==> src/rtl/dds_button_ctrl.sv <==
// Front-panel controller for the DDS function generator.
// Debounces four active-low buttons, turns press events into configuration
// commands (with auto-repeat on up/down) and holds the DDS configuration
// registers: waveform select, frequency tuning word and step exponent.
//
// Handshake: there is no back-pressure. oCfgValid is a one-cycle strobe that
// is high in exactly the cycle the configuration outputs first show the value
// produced by an accepted command (including a saturated, unchanged FTW).
module dds_button_ctrl #(
  parameter int unsigned          FTW_WIDTH    = 32,
  parameter int unsigned          DEB_CYCLES   = 500000,
  parameter int unsigned          REPEAT_DELAY = 25000000,
  parameter int unsigned          REPEAT_RATE  = 5000000,
  parameter logic [FTW_WIDTH-1:0] FTW_INIT     = FTW_WIDTH'(85899),
  parameter logic [FTW_WIDTH-1:0] FTW_MAX      = FTW_WIDTH'(32'h7FFFFFFF),
  parameter logic [FTW_WIDTH-1:0] FTW_MIN      = FTW_WIDTH'(1)
) (
  input  logic                 CLK,
  input  logic                 RESETn,
  input  logic                 iBtnMode,
  input  logic                 iBtnStep,
  input  logic                 iBtnUp,
  input  logic                 iBtnDown,
  output logic [1:0]           oWaveSel,
  output logic [FTW_WIDTH-1:0] oFtw,
  output logic [4:0]           oStepExp,
  output logic                 oCfgValid
);

  // Button indices into the packed button vectors.
  localparam int BTN_MODE = 0;
  localparam int BTN_STEP = 1;
  localparam int BTN_UP   = 2;
  localparam int BTN_DOWN = 3;

  localparam int unsigned DW       = $clog2(DEB_CYCLES);
  localparam int unsigned RPT_MAX  = (REPEAT_DELAY > REPEAT_RATE) ? REPEAT_DELAY : REPEAT_RATE;
  localparam int unsigned TW       = $clog2(RPT_MAX) + 1;
  localparam int unsigned EW       = FTW_WIDTH + 1;

  localparam logic [DW-1:0] DEB_LAST   = DW'(DEB_CYCLES - 1);
  localparam logic [TW-1:0] DELAY_LAST = TW'(REPEAT_DELAY - 1);
  localparam logic [TW-1:0] RATE_LAST  = TW'(REPEAT_RATE - 1);
  localparam logic [5:0]    EXP_LAST   = 6'(FTW_WIDTH - 1);

  typedef enum logic [1:0] {
    ST_IDLE   = 2'd0,
    ST_HOLD   = 2'd1,
    ST_REPEAT = 2'd2
  } rpt_state_t;

  // Direction latched when an up/down press starts a hold.
  localparam logic DIR_UP   = 1'b0;
  localparam logic DIR_DOWN = 1'b1;

  logic [3:0]          raw;
  logic [3:0]          deb_q, deb_d;
  logic [3:0]          deb_prev_q;
  logic [3:0][DW-1:0]  cnt_q, cnt_d;
  logic [3:0]          press_ev;

  rpt_state_t          state_q, state_d;
  logic                dir_q, dir_d;
  logic [TW-1:0]       timer_q, timer_d;

  logic [1:0]          wave_q, wave_d;
  logic [FTW_WIDTH-1:0] ftw_q, ftw_d;
  logic [4:0]          exp_q, exp_d;
  logic                cfg_valid_q, cfg_valid_d;

  logic                do_mode, do_step, do_up, do_down;
  logic                ftw_busy, both_held, released, opp_ev;
  logic [TW-1:0]       limit;

  logic [EW-1:0]        step_val, sum, diff;
  logic [FTW_WIDTH-1:0] up_val, down_val;
  logic [5:0]           exp_inc;
  logic [4:0]           exp_next;

  assign raw = {iBtnDown, iBtnUp, iBtnStep, iBtnMode};

  // Press event: debounced level just went from released (1) to pressed (0).
  assign press_ev = deb_prev_q & ~deb_q;

  // Per-button debounce: level only follows raw after DEB_CYCLES stable cycles.
  always_comb begin
    deb_d = deb_q;
    cnt_d = cnt_q;
    for (int i = 0; i < 4; i++) begin
      if (raw[i] == deb_q[i]) begin
        cnt_d[i] = '0;
      end else if (cnt_q[i] == DEB_LAST) begin
        deb_d[i] = raw[i];
        cnt_d[i] = '0;
      end else begin
        cnt_d[i] = cnt_q[i] + DW'(1);
      end
    end
  end

  // FTW / exponent arithmetic, one bit wider so carry and borrow saturate.
  always_comb begin
    step_val = EW'(1) << exp_q;
    sum      = {1'b0, ftw_q} + step_val;
    diff     = {1'b0, ftw_q} - step_val;
    up_val   = (sum > {1'b0, FTW_MAX}) ? FTW_MAX : sum[FTW_WIDTH-1:0];
    down_val = (diff[FTW_WIDTH] || (diff[FTW_WIDTH-1:0] < FTW_MIN)) ? FTW_MIN
                                                                     : diff[FTW_WIDTH-1:0];
    exp_inc  = {1'b0, exp_q} + 6'd4;
    exp_next = (exp_inc > EXP_LAST) ? 5'd0 : exp_inc[4:0];
  end

  // Command arbitration and auto-repeat next-state logic.
  always_comb begin
    state_d   = state_q;
    dir_d     = dir_q;
    timer_d   = timer_q;
    do_mode   = 1'b0;
    do_step   = 1'b0;
    do_up     = 1'b0;
    do_down   = 1'b0;

    // Mode beats Step; either one blocks any FTW change in the same cycle.
    ftw_busy  = press_ev[BTN_MODE] | press_ev[BTN_STEP];
    if (press_ev[BTN_MODE]) begin
      do_mode = 1'b1;
    end else if (press_ev[BTN_STEP]) begin
      do_step = 1'b1;
    end

    both_held = ~deb_q[BTN_UP] & ~deb_q[BTN_DOWN];
    released  = (dir_q == DIR_UP) ? deb_q[BTN_UP] : deb_q[BTN_DOWN];
    opp_ev    = (dir_q == DIR_UP) ? press_ev[BTN_DOWN] : press_ev[BTN_UP];
    limit     = (state_q == ST_HOLD) ? DELAY_LAST : RATE_LAST;

    case (state_q)
      ST_IDLE: begin
        if ((press_ev[BTN_UP] | press_ev[BTN_DOWN]) && !ftw_busy) begin
          if (press_ev[BTN_UP]) begin
            do_up = 1'b1;
            dir_d = DIR_UP;
          end else begin
            do_down = 1'b1;
            dir_d   = DIR_DOWN;
          end
          timer_d = '0;
          // With both up and down held the press runs once but never repeats.
          state_d = both_held ? ST_IDLE : ST_HOLD;
        end
      end
      ST_HOLD, ST_REPEAT: begin
        if (opp_ev || both_held || released) begin
          state_d = ST_IDLE;
          timer_d = '0;
        end else if (timer_q == limit) begin
          // A Mode/Step command in this cycle swallows the repeat step.
          if (!ftw_busy) begin
            do_up   = (dir_q == DIR_UP);
            do_down = (dir_q == DIR_DOWN);
          end
          timer_d = '0;
          state_d = ST_REPEAT;
        end else begin
          timer_d = timer_q + TW'(1);
        end
      end
      default: begin
        state_d = ST_IDLE;
        timer_d = '0;
      end
    endcase
  end

  // Configuration register next values.
  always_comb begin
    wave_d      = do_mode ? (wave_q + 2'd1) : wave_q;
    exp_d       = do_step ? exp_next : exp_q;
    ftw_d       = ftw_q;
    if (do_up) begin
      ftw_d = up_val;
    end else if (do_down) begin
      ftw_d = down_val;
    end
    cfg_valid_d = do_mode | do_step | do_up | do_down;
  end

  // State registers; reset mid-press forces a full re-debounce.
  always_ff @(posedge CLK or negedge RESETn) begin
    if (!RESETn) begin
      deb_q       <= '1;
      deb_prev_q  <= '1;
      cnt_q       <= '0;
      state_q     <= ST_IDLE;
      dir_q       <= DIR_UP;
      timer_q     <= '0;
      wave_q      <= 2'd0;
      ftw_q       <= FTW_INIT;
      exp_q       <= 5'd0;
      cfg_valid_q <= 1'b0;
    end else begin
      deb_q       <= deb_d;
      deb_prev_q  <= deb_q;
      cnt_q       <= cnt_d;
      state_q     <= state_d;
      dir_q       <= dir_d;
      timer_q     <= timer_d;
      wave_q      <= wave_d;
      ftw_q       <= ftw_d;
      exp_q       <= exp_d;
      cfg_valid_q <= cfg_valid_d;
    end
  end

  assign oWaveSel  = wave_q;
  assign oFtw      = ftw_q;
  assign oStepExp  = exp_q;
  assign oCfgValid = cfg_valid_q;

endmodule
==> config.mk <==
export PLATFORM = sky130hd
export DESIGN_NAME = dds_button_ctrl
export DESIGN_NICKNAME = d
export VERILOG_FILES = /design/src/rtl/dds_button_ctrl.sv
export SDC_FILE = /design/constraint.sdc
export NUM_CORES = 1
export LEC_CHECK = 0
export ABC_AREA = 1
export BUFFER_PORTS_ARGS = -buffer_cell sky130_fd_sc_hd__clkbuf_2
export CAP_MARGIN = 20
export CORE_ASPECT_RATIO = 1.4
export CORE_MARGIN = 5
export CORE_UTILIZATION = 50
export CTS_CLUSTER_DIAMETER = 40
export DETAILED_ROUTE_END_ITERATION = 10
export GPL_TIMING_DRIVEN = 0
export HOLD_SLACK_MARGIN = 0.1
export PLACE_DENSITY = 0.67
export SLEW_MARGIN = 20
export SYNTH_ARGS = -nofsm -noshare
export SYNTH_HDL_FRONTEND = slang
export SYNTH_SLANG_ARGS = --single-unit
==> constraint.sdc <==
create_clock -name CLK -period 3.65 [get_ports CLK]
set_clock_uncertainty 0.15 [all_clocks]
set_input_delay 0.365 -clock CLK [delete_from_list [all_inputs] [get_ports CLK]]
set_output_delay 0.365 -clock CLK [all_outputs]
set_load 0.01 [all_outputs]
==> run summary, run 1 <==
* number of instances in the synthesized netlist: 1685
* DR pass1 iterations: 6
* worst-case setup margin in the final layout: 0.140 ns
* worst slew pin tran: 0.985 ns
* Synth-to-Final Area Change: 13.7%
* crit start category: flop
* Worst R2R End: oFtw[17]$_DFFE_PN0P_
* number of distinct library cells after synthesis: 50
* end-of-flow core utilization: 0.581
* later-pin clock latency in the skew report: 0.43 ns
* post-detailed-placement cell area: 11900 sq um
* number of endpoints failing setup at the final stage: 0
* CP Data Required Time: 3.86 ns
* worst max-slew margin expressed relative to the limit: 0.343
* MaxCap Viol Count: 0
* DR vias: 11000
* detailed placement HPWL: 25300 um
* endpoint type of the worst setup path: flop
* total CTS buffers: 17
* timing-limited maximum frequency: 285 MHz
* antenna violations before repair: 0
* post-synthesis sequential element count: 151
* Worst Path Arrival: 3.72 ns
* Post-Place Worst Slack: -0.0942 ns
* via count of the first global-routing pass: 10900
* residual DRC count: 0
* Netlist Area Pre-Place: 11200 sq um
* Fin. Hold Viols: 0
* Critical path destination: oFtw[17]$_DFFE_PN0P_
* Clock transition at path regs: 0.07 ns
* number of sinks on the clock net: 151
* Iter 0 DRT Violations: 679
* mean instance size in the synthesized netlist: 6.65 sq um
* worst r2r path cells: 22
* clock root buffer: clkbuf_16
* cell row count: 64
* most common library cell in the layout ignoring fill and taps: nand2_1
* Register-to-Register Setup Slack: 0.14 ns
* minimum period implied by the final worst setup slack: 3.51 ns
* Peak VDD IR: 373 uV
* share of post-route cells with drive strength above 1: 0.117
* pin count of the biggest net entering global routing: 66
* startpoint of the worst-slack reg-to-reg timing path: oStepExp[3]$_DFFE_PN0P_
* core box area: 21900 sq um
* CTS tree: done
* Port Buf Inserts: 43
* leading cell types in the layout, fill and taps excluded: nand2_1, inv_1, nor2_1
* RSZ-0062 raised after global routing: true
* Power Density: 692 nW/um^2
* first-pass GRT wire length: 52700 um
* Routed WL: 32100 um
* sequential element share of the synthesized area: 0.339
* Power Total: 8.82 mW
* overall die area: 25500 sq um
* worst-path maximum fanout: 10
* Overall Global Routing Usage: 0.259
* Final Max Slew Viols: 0
* number of diodes: 0
* Worst Setup SP: oStepExp[3]$_DFFE_PN0P_
* number of levels the H-tree was split into: 4
* routed len/inst: 15.4 um
* kind of critical path: flop to flop
* count of boundary I/O pins: 46
* Syn. warnings: 0
* die extent in y: 187 um
* leakage component of the power: 6.36 nW
* status: complete, no violations
* routability congestion estimate: 0.973
* Vias per Instance: 5.27
* post-detailed-route count of antenna-violating nets: 0
* Worst Hold Class: input pin to asynchronous set/reset pin
* area of all placed cells without fillers: 12700 sq um
* Tcrit/Tclk final: 0.962
* final net count: 1828
* Initial Utilization: 0.511
* global route overflow: 0
* Max Buffers Root-to-Sink: 2
* width of the die: 137 um
## critical path: stages, from the launching register on
cell     delay (ns)
dfrtp_2        0.44
inv_1          0.10
ha_1           0.18
nand2_1        0.16
ha_4           0.36
inv_2          0.07
nor2_2         0.11
nand2_1        0.15
nor2_2         0.25
and3_1         0.20
nand2_2        0.08
nand2_1        0.08
nand2_1        0.04
nand2_1        0.08
nor2_1         0.04
nand2_1        0.14
nor2_1         0.07
nand3_2        0.10
nand2_2        0.08
nor2_4         0.22
buf_8          0.18
nand2_1        0.06
nand2_1        0.09
## sequential cells by signal (all words and copies together) (netlist names)
name and count:
cnt_q 76, deb_prev_q 4, deb_q 4, dir_q 1, oCfgValid 1, oFtw 32
oStepExp 3, oWaveSel 2, state_q 2, timer_q 26
## cells in the mapped netlist, drive strengths merged
master,n,share of area
a21o,1,0.00067
nand2,472,0.16
or2,2,0.0011
dfrtp,133,0.30
nand4,37,0.021
o21ai,72,0.033
o21bai,1,0.00067
nor3b,11,0.0074
a31o,1,0.00078
mux2,4,0.0040
o2111a,1,0.0010
nand3b,3,0.0020
nor3,55,0.025
a211oi,2,0.0018
xor2,52,0.041
buf,27,0.015
o31ai,1,0.00067
o2111ai,1,0.00078
a31oi,9,0.0050
dfstp,18,0.042
a221oi,1,0.00078
xnor2,3,0.0023
a41o,1,0.00089
and2,5,0.0028
nor4,21,0.012
clkbuf,2,0.00067
and3,6,0.0034
nand3,88,0.041
conb,2,0.00067
clkinv,3,0.0010
a41oi,1,0.00078
or4,1,0.00067
ha,47,0.052
a21oi,80,0.037
o21a,20,0.013
nor2,243,0.085
inv,258,0.086
## repair_timing
item	CTS	global route
setup buffers	1	4
endpoints found under the setup margin	26	32
pin swaps	1	5
endpoints found under the hold margin	86	0
hold buffers	5	0
gates resized for setup	6	34
## power breakdown
part | switching [mW] | internal (mW)
Clock | 0.737 | 1.09
Combinational | 3.27 | 1.51
Sequential | 0.270 | 1.94
Total | 4.28 | 4.54
## through the flow
stage	hold slack (ns)	cells	setup TNS [ns]
finish	0.221	2085	0
detailed placement	0.120	2043	-1.46
floorplan	-0.0806	1701	0
global route	0.243	2085	-0.101
CTS	0.218	2081	0
global placement	0.231	2041	-88.16
## cell families (layout without fill, tap and decap cells)
family,count (synthesis),in the layout,share of synthesized area
muxes,4,4,0.00402
and+or+nand+nor,944,944,0.360
other,2,18,0.000670
AOI/OAI and AO/OA,192,192,0.0975
DFF,151,151,0.339
xor gates and xnor gates,55,55,0.0430
adders and majority gates,47,47,0.0525
buffers and inverters,290,377,0.103
## cell type report
cell class                 count  area [sq um]
buffer                        29           175
multi-input combinational   1260          6440
inverter                     261           980
tap                          297           372
clock buffer                  23           488
sequential                   151          3800
clock inverter                 9           115
fill                        2206          9200
timing repair buffer          55           367
## routing by layer
layer  global-route usage  wire (um)  vias up
li1                     -          -     5516
met1                0.279      12200     5076
met2                0.462      16600      291
met3               0.0369       1230      112
met4                0.166       2090        0
met5                    0          0        -
## how the worst min path moves through the flow
stage / cells after the start / start / end / slack, ns
4_1_cts: 2 / RESETn / oFtw[12]$_DFFE_PN0P_ / 0.22
5_1_grt: 2 / RESETn / oFtw[12]$_DFFE_PN0P_ / 0.24
3_3_place_gp: 0 / deb_q[0]$_DFFE_PN1P_ / deb_prev_q[0]$_DFF_PN1_ / 0.23
6_report: 2 / RESETn / oFtw[12]$_DFFE_PN0P_ / 0.22
3_5_place_dp: 1 / RESETn / oFtw[12]$_DFFE_PN0P_ / 0.12
2_1_floorplan: 0 / RESETn / cnt_q[0]$_DFF_PN0_ / -0.08
(Power assumes the default switching activity.)
==> inputs of run 2 (changes only) <==
--- a/config.mk
+++ b/config.mk
@@ -10,12 +10,11 @@
 export CAP_MARGIN = 20
 export CORE_ASPECT_RATIO = 1.4
 export CORE_MARGIN = 5
-export CORE_UTILIZATION = 50
+export CORE_UTILIZATION = 40
 export CTS_CLUSTER_DIAMETER = 40
 export DETAILED_ROUTE_END_ITERATION = 10
 export GPL_TIMING_DRIVEN = 0
 export HOLD_SLACK_MARGIN = 0.1
-export PLACE_DENSITY = 0.67
 export SLEW_MARGIN = 20
 export SYNTH_ARGS = -nofsm -noshare
 export SYNTH_HDL_FRONTEND = slang
==> run 2 against run 1 <==
Final cell count rose by 3.4%; fmax rose by 0.71%; hold slack improved by 0.017 ns; combinational power rose by 2%; global-route usage fell by 4.5 points; sequential power barely moved; non-clock buffer count fell by 2; largest power group unchanged; register-to-register slack improved by 0.02 ns; critical path type unchanged; worst setup slack improved by 0.025 ns; die area rose by 23%.
==> run summary, run 2 (same netlist as run 1, synthesis figures left out) <==
* detailed placement HPWL: 25900 um
* overall die area: 31500 sq um
* Synth-to-Final Area Change: 15.1%
* worst slew pin tran: 0.890 ns
* die extent in y: 208 um
* routed len/inst: 15.2 um
* leakage component of the power: 6.36 nW
* timing-limited maximum frequency: 287 MHz
* minimum period implied by the final worst setup slack: 3.49 ns
* CP Data Required Time: 3.86 ns
* first-pass GRT wire length: 53500 um
* kind of critical path: flop to flop
* leading cell types in the layout, fill and taps excluded: nand2_1, inv_1, nor2_1
* Overall Global Routing Usage: 0.214
* pin count of the biggest net entering global routing: 83
* Routed WL: 32800 um
* worst-path maximum fanout: 10
* count of boundary I/O pins: 46
* Power Density: 695 nW/um^2
* final net count: 1826
* Tcrit/Tclk final: 0.955
* cell row count: 72
* core box area: 27700 sq um
* CTS tree: done
* largest register by flop count: cnt_q
* MaxCap Viol Count: 0
* Final Max Slew Viols: 0
* final hold slack: 0.238 ns
* residual DRC count: 0
* Vias per Instance: 5.03
* number of sinks on the clock net: 151
* share of post-route cells with drive strength above 1: 0.125
* endpoint type of the worst setup path: flop
* Post-Layout Cell Count: 2156
* later-pin clock latency in the skew report: 0.44 ns
* Worst Hold Class: flop to flop
* Peak VDD IR: 383 uV
* crit start category: flop
* Clock transition at path regs: 0.06 ns
* max reg flops: 76
* status: complete, no violations
* number of levels the H-tree was split into: 4
* clock root buffer: clkbuf_16
* Initial Utilization: 0.405
* routability congestion estimate: 0.990
* antenna violations before repair: 0
* DR pass1 iterations: 5
* global route overflow: 0
* most common library cell in the layout ignoring fill and taps: nand2_1
* total CTS buffers: 17
* via count of the first global-routing pass: 10900
* DR vias: 10800
* cell total after placement: 2115
* Iter 0 DRT Violations: 532
* Fin. Hold Viols: 0
* Worst Path Arrival: 3.69 ns
* worst max-slew margin expressed relative to the limit: 0.407
* Port Buf Inserts: 43
* Max Buffers Root-to-Sink: 2
* post-detailed-route count of antenna-violating nets: 0
* width of the die: 151 um
* number of endpoints failing setup at the final stage: 0
* number of diodes: 0
run 2: changes by cell type in the layout (fill, tap and decap cells not counted), moves of 2 or more:
cell / change
clkbuf_8: -3
nand3_2: -2
inv_6: +2
nand2_4: +2
nand2_2: +5
ha_4: +2
ha_1: -2
nand2_1: -7
nor3_1: -2
nand3_4: +2
nor2_1: -4
nor3_2: +2
nor2_2: +3
run 2: worst max-delay path, cell delays in order, from the launching register on:
cell     delay, ns
dfrtp_2       0.41
buf_4         0.14
ha_1          0.17
nand2_1       0.15
ha_4          0.36
inv_2         0.07
nor2_2        0.13
nand2_1       0.10
inv_1         0.11
nand2_1       0.08
nor2_1        0.12
nand2_2       0.08
nand3_1       0.16
inv_1         0.06
o21ai_1       0.41
nand2_2       0.14
nor2_4        0.22
buf_6         0.19
nand2_1       0.06
nand2_1       0.10
run 2: area by class of cell:
class	instances	area (sq um)
Timing Repair Buffer	53	332
Clock buffer	19	443
Buffer	29	174
Multi-Input combinational cell	1260	6530
Fill cell	2920	14800
Sequential cell	151	3800
Clock inverter	13	166
Inverter	261	980
Tap cell	370	463
run 2: timing repair:
action,CTS,global route
buffers inserted,1,3
endpoints found under the setup margin,27,32
pin swaps,1,7
hold buffers,5,0
gates resized for setup,11,52
gates cloned,0,0
endpoints found under the hold margin,72,0
run 2: layer usage:
layer / up-vias / track usage / part of all wire
li1: 5523 / - / -
met1: 4974 / 0.237 / 0.39
met2: 244 / 0.384 / 0.52
met3: 94 / 0.0327 / 0.039
met4: 0 / 0.117 / 0.056
met5: - / 0 / 0
run 2: worst paths after layout:
check	from	to	slack, ns	cells past startpoint
worst min register to register	deb_q[0]$_DFFE_PN1P_	deb_prev_q[0]$_DFF_PN1_	0.24	0
worst max-delay path	oStepExp[2]$_DFFE_PN0P_	oFtw[17]$_DFFE_PN0P_	0.16	19
worst min-delay path	deb_q[0]$_DFFE_PN1P_	deb_prev_q[0]$_DFF_PN1_	0.24	0
max in group asynchronous	RESETn	oFtw[14]$_DFFE_PN1P_	2.16	3
min in group asynchronous	RESETn	cnt_q[68]$_DFF_PN0_	0.34	2
worst max register to register	oStepExp[2]$_DFFE_PN0P_	oFtw[17]$_DFFE_PN0P_	0.16	19
run 2: power by group:
| part | switching (mW) | internal (mW) |
|---|---|---|
| clock | 0.757 | 1.10 |
| sequential | 0.275 | 1.94 |
| combinational | 3.33 | 1.55 |
| total | 4.36 | 4.59 |
run 2: stage by stage:
stage | power, mW | utilization | setup WS, ns | instance area, sq um | setup TNS [ns]
floorplan | 5.42 | - | 0.744 | 11300 | 0
global placement | 6.79 | 0.432 | -0.791 | 11900 | -105.50
detailed placement | 6.81 | 0.433 | -0.165 | 12000 | -2.96
CTS | 8.77 | 0.459 | 0.00349 | 12700 | 0
global route | 9.71 | 0.466 | -0.00150 | 12900 | -0.00150
finish | 8.96 | 0.466 | 0.164 | 12900 | 0
==> inputs of run 3 (changes only) <==
--- a/config.mk
+++ b/config.mk
@@ -9,7 +9,6 @@
 export BUFFER_PORTS_ARGS = -buffer_cell sky130_fd_sc_hd__clkbuf_2
 export CAP_MARGIN = 20
 export CORE_ASPECT_RATIO = 1.4
-export CORE_MARGIN = 5
 export CORE_UTILIZATION = 40
 export CTS_CLUSTER_DIAMETER = 40
 export DETAILED_ROUTE_END_ITERATION = 10
==> run 3 against run 2 <==
Worst setup slack got worse by 0.022 ns; non-clock buffer count up 2; utilization is 0.17 points higher; final area about the same; critical path depth rose by 2; routed wire length up 0.72%; final cell count hardly changed; critical path type unchanged; critical endpoint unchanged; largest power group unchanged.
==> run summary, run 3 (same netlist as run 1, synthesis figures left out) <==
* status: complete, no violations
* pin count of the biggest net entering global routing: 67
* number of levels the H-tree was split into: 4
* DR pass1 iterations: 7
* max reg flops: 76
* RSZ-0062 raised after global routing: true
* leading cell types in the layout, fill and taps excluded: nand2_1, inv_1, nor2_1
* crit start category: flop
* Post-Layout Cell Count: 2158
* later-pin clock latency in the skew report: 0.44 ns
* post-detailed-route count of antenna-violating nets: 0
* fill cell total of the finished layout: 2936
* slowest cell on the critical path: dfrtp_2
* Register-to-Register Setup Slack: 0.14 ns
* Iter 0 DRT Violations: 579
* Peak VDD IR: 408 uV
* CTS tree: done
* worst max-slew margin expressed relative to the limit: 0.372
* Tcrit/Tclk final: 0.961
* kind of critical path: flop to flop
* routability congestion estimate: 1.02
* final net count: 1828
* Worst Hold Class: input pin to asynchronous set/reset pin
* Power Total: 8.90 mW
* Final Max Slew Viols: 0
* worst slew pin tran: 0.943 ns
* MaxCap Viol Count: 0
* cell family with the largest share of critical-path delay: simple AND/OR/NAND/NOR gates
* largest register by flop count: cnt_q
* core box area: 27600 sq um
* routed len/inst: 15.3 um
* overall die area: 28700 sq um
* detailed placement HPWL: 26100 um
* worst-path maximum fanout: 10
* sequential cell area in the final layout: 3800 sq um
* cells traversed along the worst timing path: inv_1 -> ha_1 -> nand2_1 -> ha_4 -> inv_2 -> nor2_2 -> nand2_1 -> nor2_1 -> nand3_1 -> nand3_1 -> nand2_1 -> nand2_1 -> nor2_1 -> nand2_1 -> nor2_1 -> nand3_2 -> nand2_2 -> nor2_4 -> buf_6 -> nand2_1 -> nand2_1
* Fin. Hold Viols: 0
* cell total after placement: 2116
* Routed WL: 33000 um
* Max Buffers Root-to-Sink: 2
* width of the die: 143 um
* via count of the first global-routing pass: 10700
* DR vias: 10900
* number of buffer and inverter stages on the critical path: 3
* Port Buf Inserts: 43
* cell row count: 72
* timing-limited maximum frequency: 285 MHz
* global route overflow: 0
* number of endpoints failing setup at the final stage: 0
* CP Data Required Time: 3.86 ns
* first-pass GRT wire length: 53400 um
* residual DRC count: 0
* clock root buffer: clkbuf_16
* Synth-to-Final Area Change: 15.1%
* Most Frequent Cell on Critical Path: nand2_1
* minimum period implied by the final worst setup slack: 3.51 ns
* Power Density: 690 nW/um^2
* total CTS buffers: 17
* Worst Path Arrival: 3.72 ns
* endpoint type of the worst setup path: flop
* antenna violations before repair: 0
* Initial Utilization: 0.406
* crit-path max cell delay: 0.45 ns
* Worst Setup SP: oStepExp[3]$_DFFE_PN0P_
* leakage component of the power: 6.37 nW
* share of post-route cells with drive strength above 1: 0.122
* area taken by multi-input logic gates: 6510 sq um
* count of boundary I/O pins: 46
* startpoint of the worst-slack reg-to-reg timing path: oStepExp[3]$_DFFE_PN0P_
* Vias per Instance: 5.06
* Overall Global Routing Usage: 0.244
* number of diodes: 0
* die extent in y: 200 um
* Clock transition at path regs: 0.07 ns
* end-of-flow core utilization: 0.468
* number of sinks on the clock net: 151
* most common library cell in the layout ignoring fill and taps: nand2_1
==> run 3: power by group <==
group          internal [mW]  leakage [nW]  switching [mW]
Clock                   1.07         0.291           0.772
Combinational           1.54          4.09            3.30
Sequential              1.94          1.99           0.271
==> run 3: path summary, 6_finish.rpt <==
path | cells after the start | end
max in group asynchronous | 4 | deb_prev_q[2]$_DFF_PN1_
worst min-delay path | 2 | oFtw[23]$_DFFE_PN0P_
worst max-delay path | 21 | oFtw[17]$_DFFE_PN0P_
min in group CLK | 0 | deb_prev_q[0]$_DFF_PN1_
worst min register to register | 0 | deb_prev_q[0]$_DFF_PN1_
worst max register to register | 21 | oFtw[17]$_DFFE_PN0P_
==> run 3: metrics by stage <==
step                hold slack, ns  area, sq um  TNS [ns]  worst slack, ns
finish                       0.203        12900         0            0.143
global route                 0.235        12900    -0.199          -0.0484
CTS                          0.200        12700         0          0.00528
detailed placement           0.116        12000     -2.19           -0.139
global placement             0.229        11900   -105.55           -0.803
floorplan                  -0.0806        11300         0            0.744
==> run 3: area by class of cell <==
| type | count | area share |
|---|---|---|
| Timing Repair Buffer | 55 | 0.0284 |
| Buffer | 29 | 0.0133 |
| Sequential cell | 151 | 0.295 |
| Multi-Input combinational cell | 1260 | 0.504 |
| Tap cell | 370 | 0.0359 |
| Inverter | 261 | 0.0760 |
| Clock buffer | 20 | 0.0362 |
| Clock inverter | 12 | 0.0108 |
==> run 3: layer usage <==
layer / up-vias / part of all wire / track usage
met1: 5102 / 0.39 / 0.267
met4: 0 / 0.050 / 0.130
met2: 220 / 0.53 / 0.453
met3: 77 / 0.032 / 0.0313
li1: 5519 / - / -
met5: - / 0 / 0
==> run 3: what timing repair did <==
item,in CTS,in global routing
buffers inserted,1,4
endpoints found under the setup margin,25,32
gates resized for setup,10,39
hold endpoints to repair,91,0
pin swaps,1,4
hold buffers,5,0
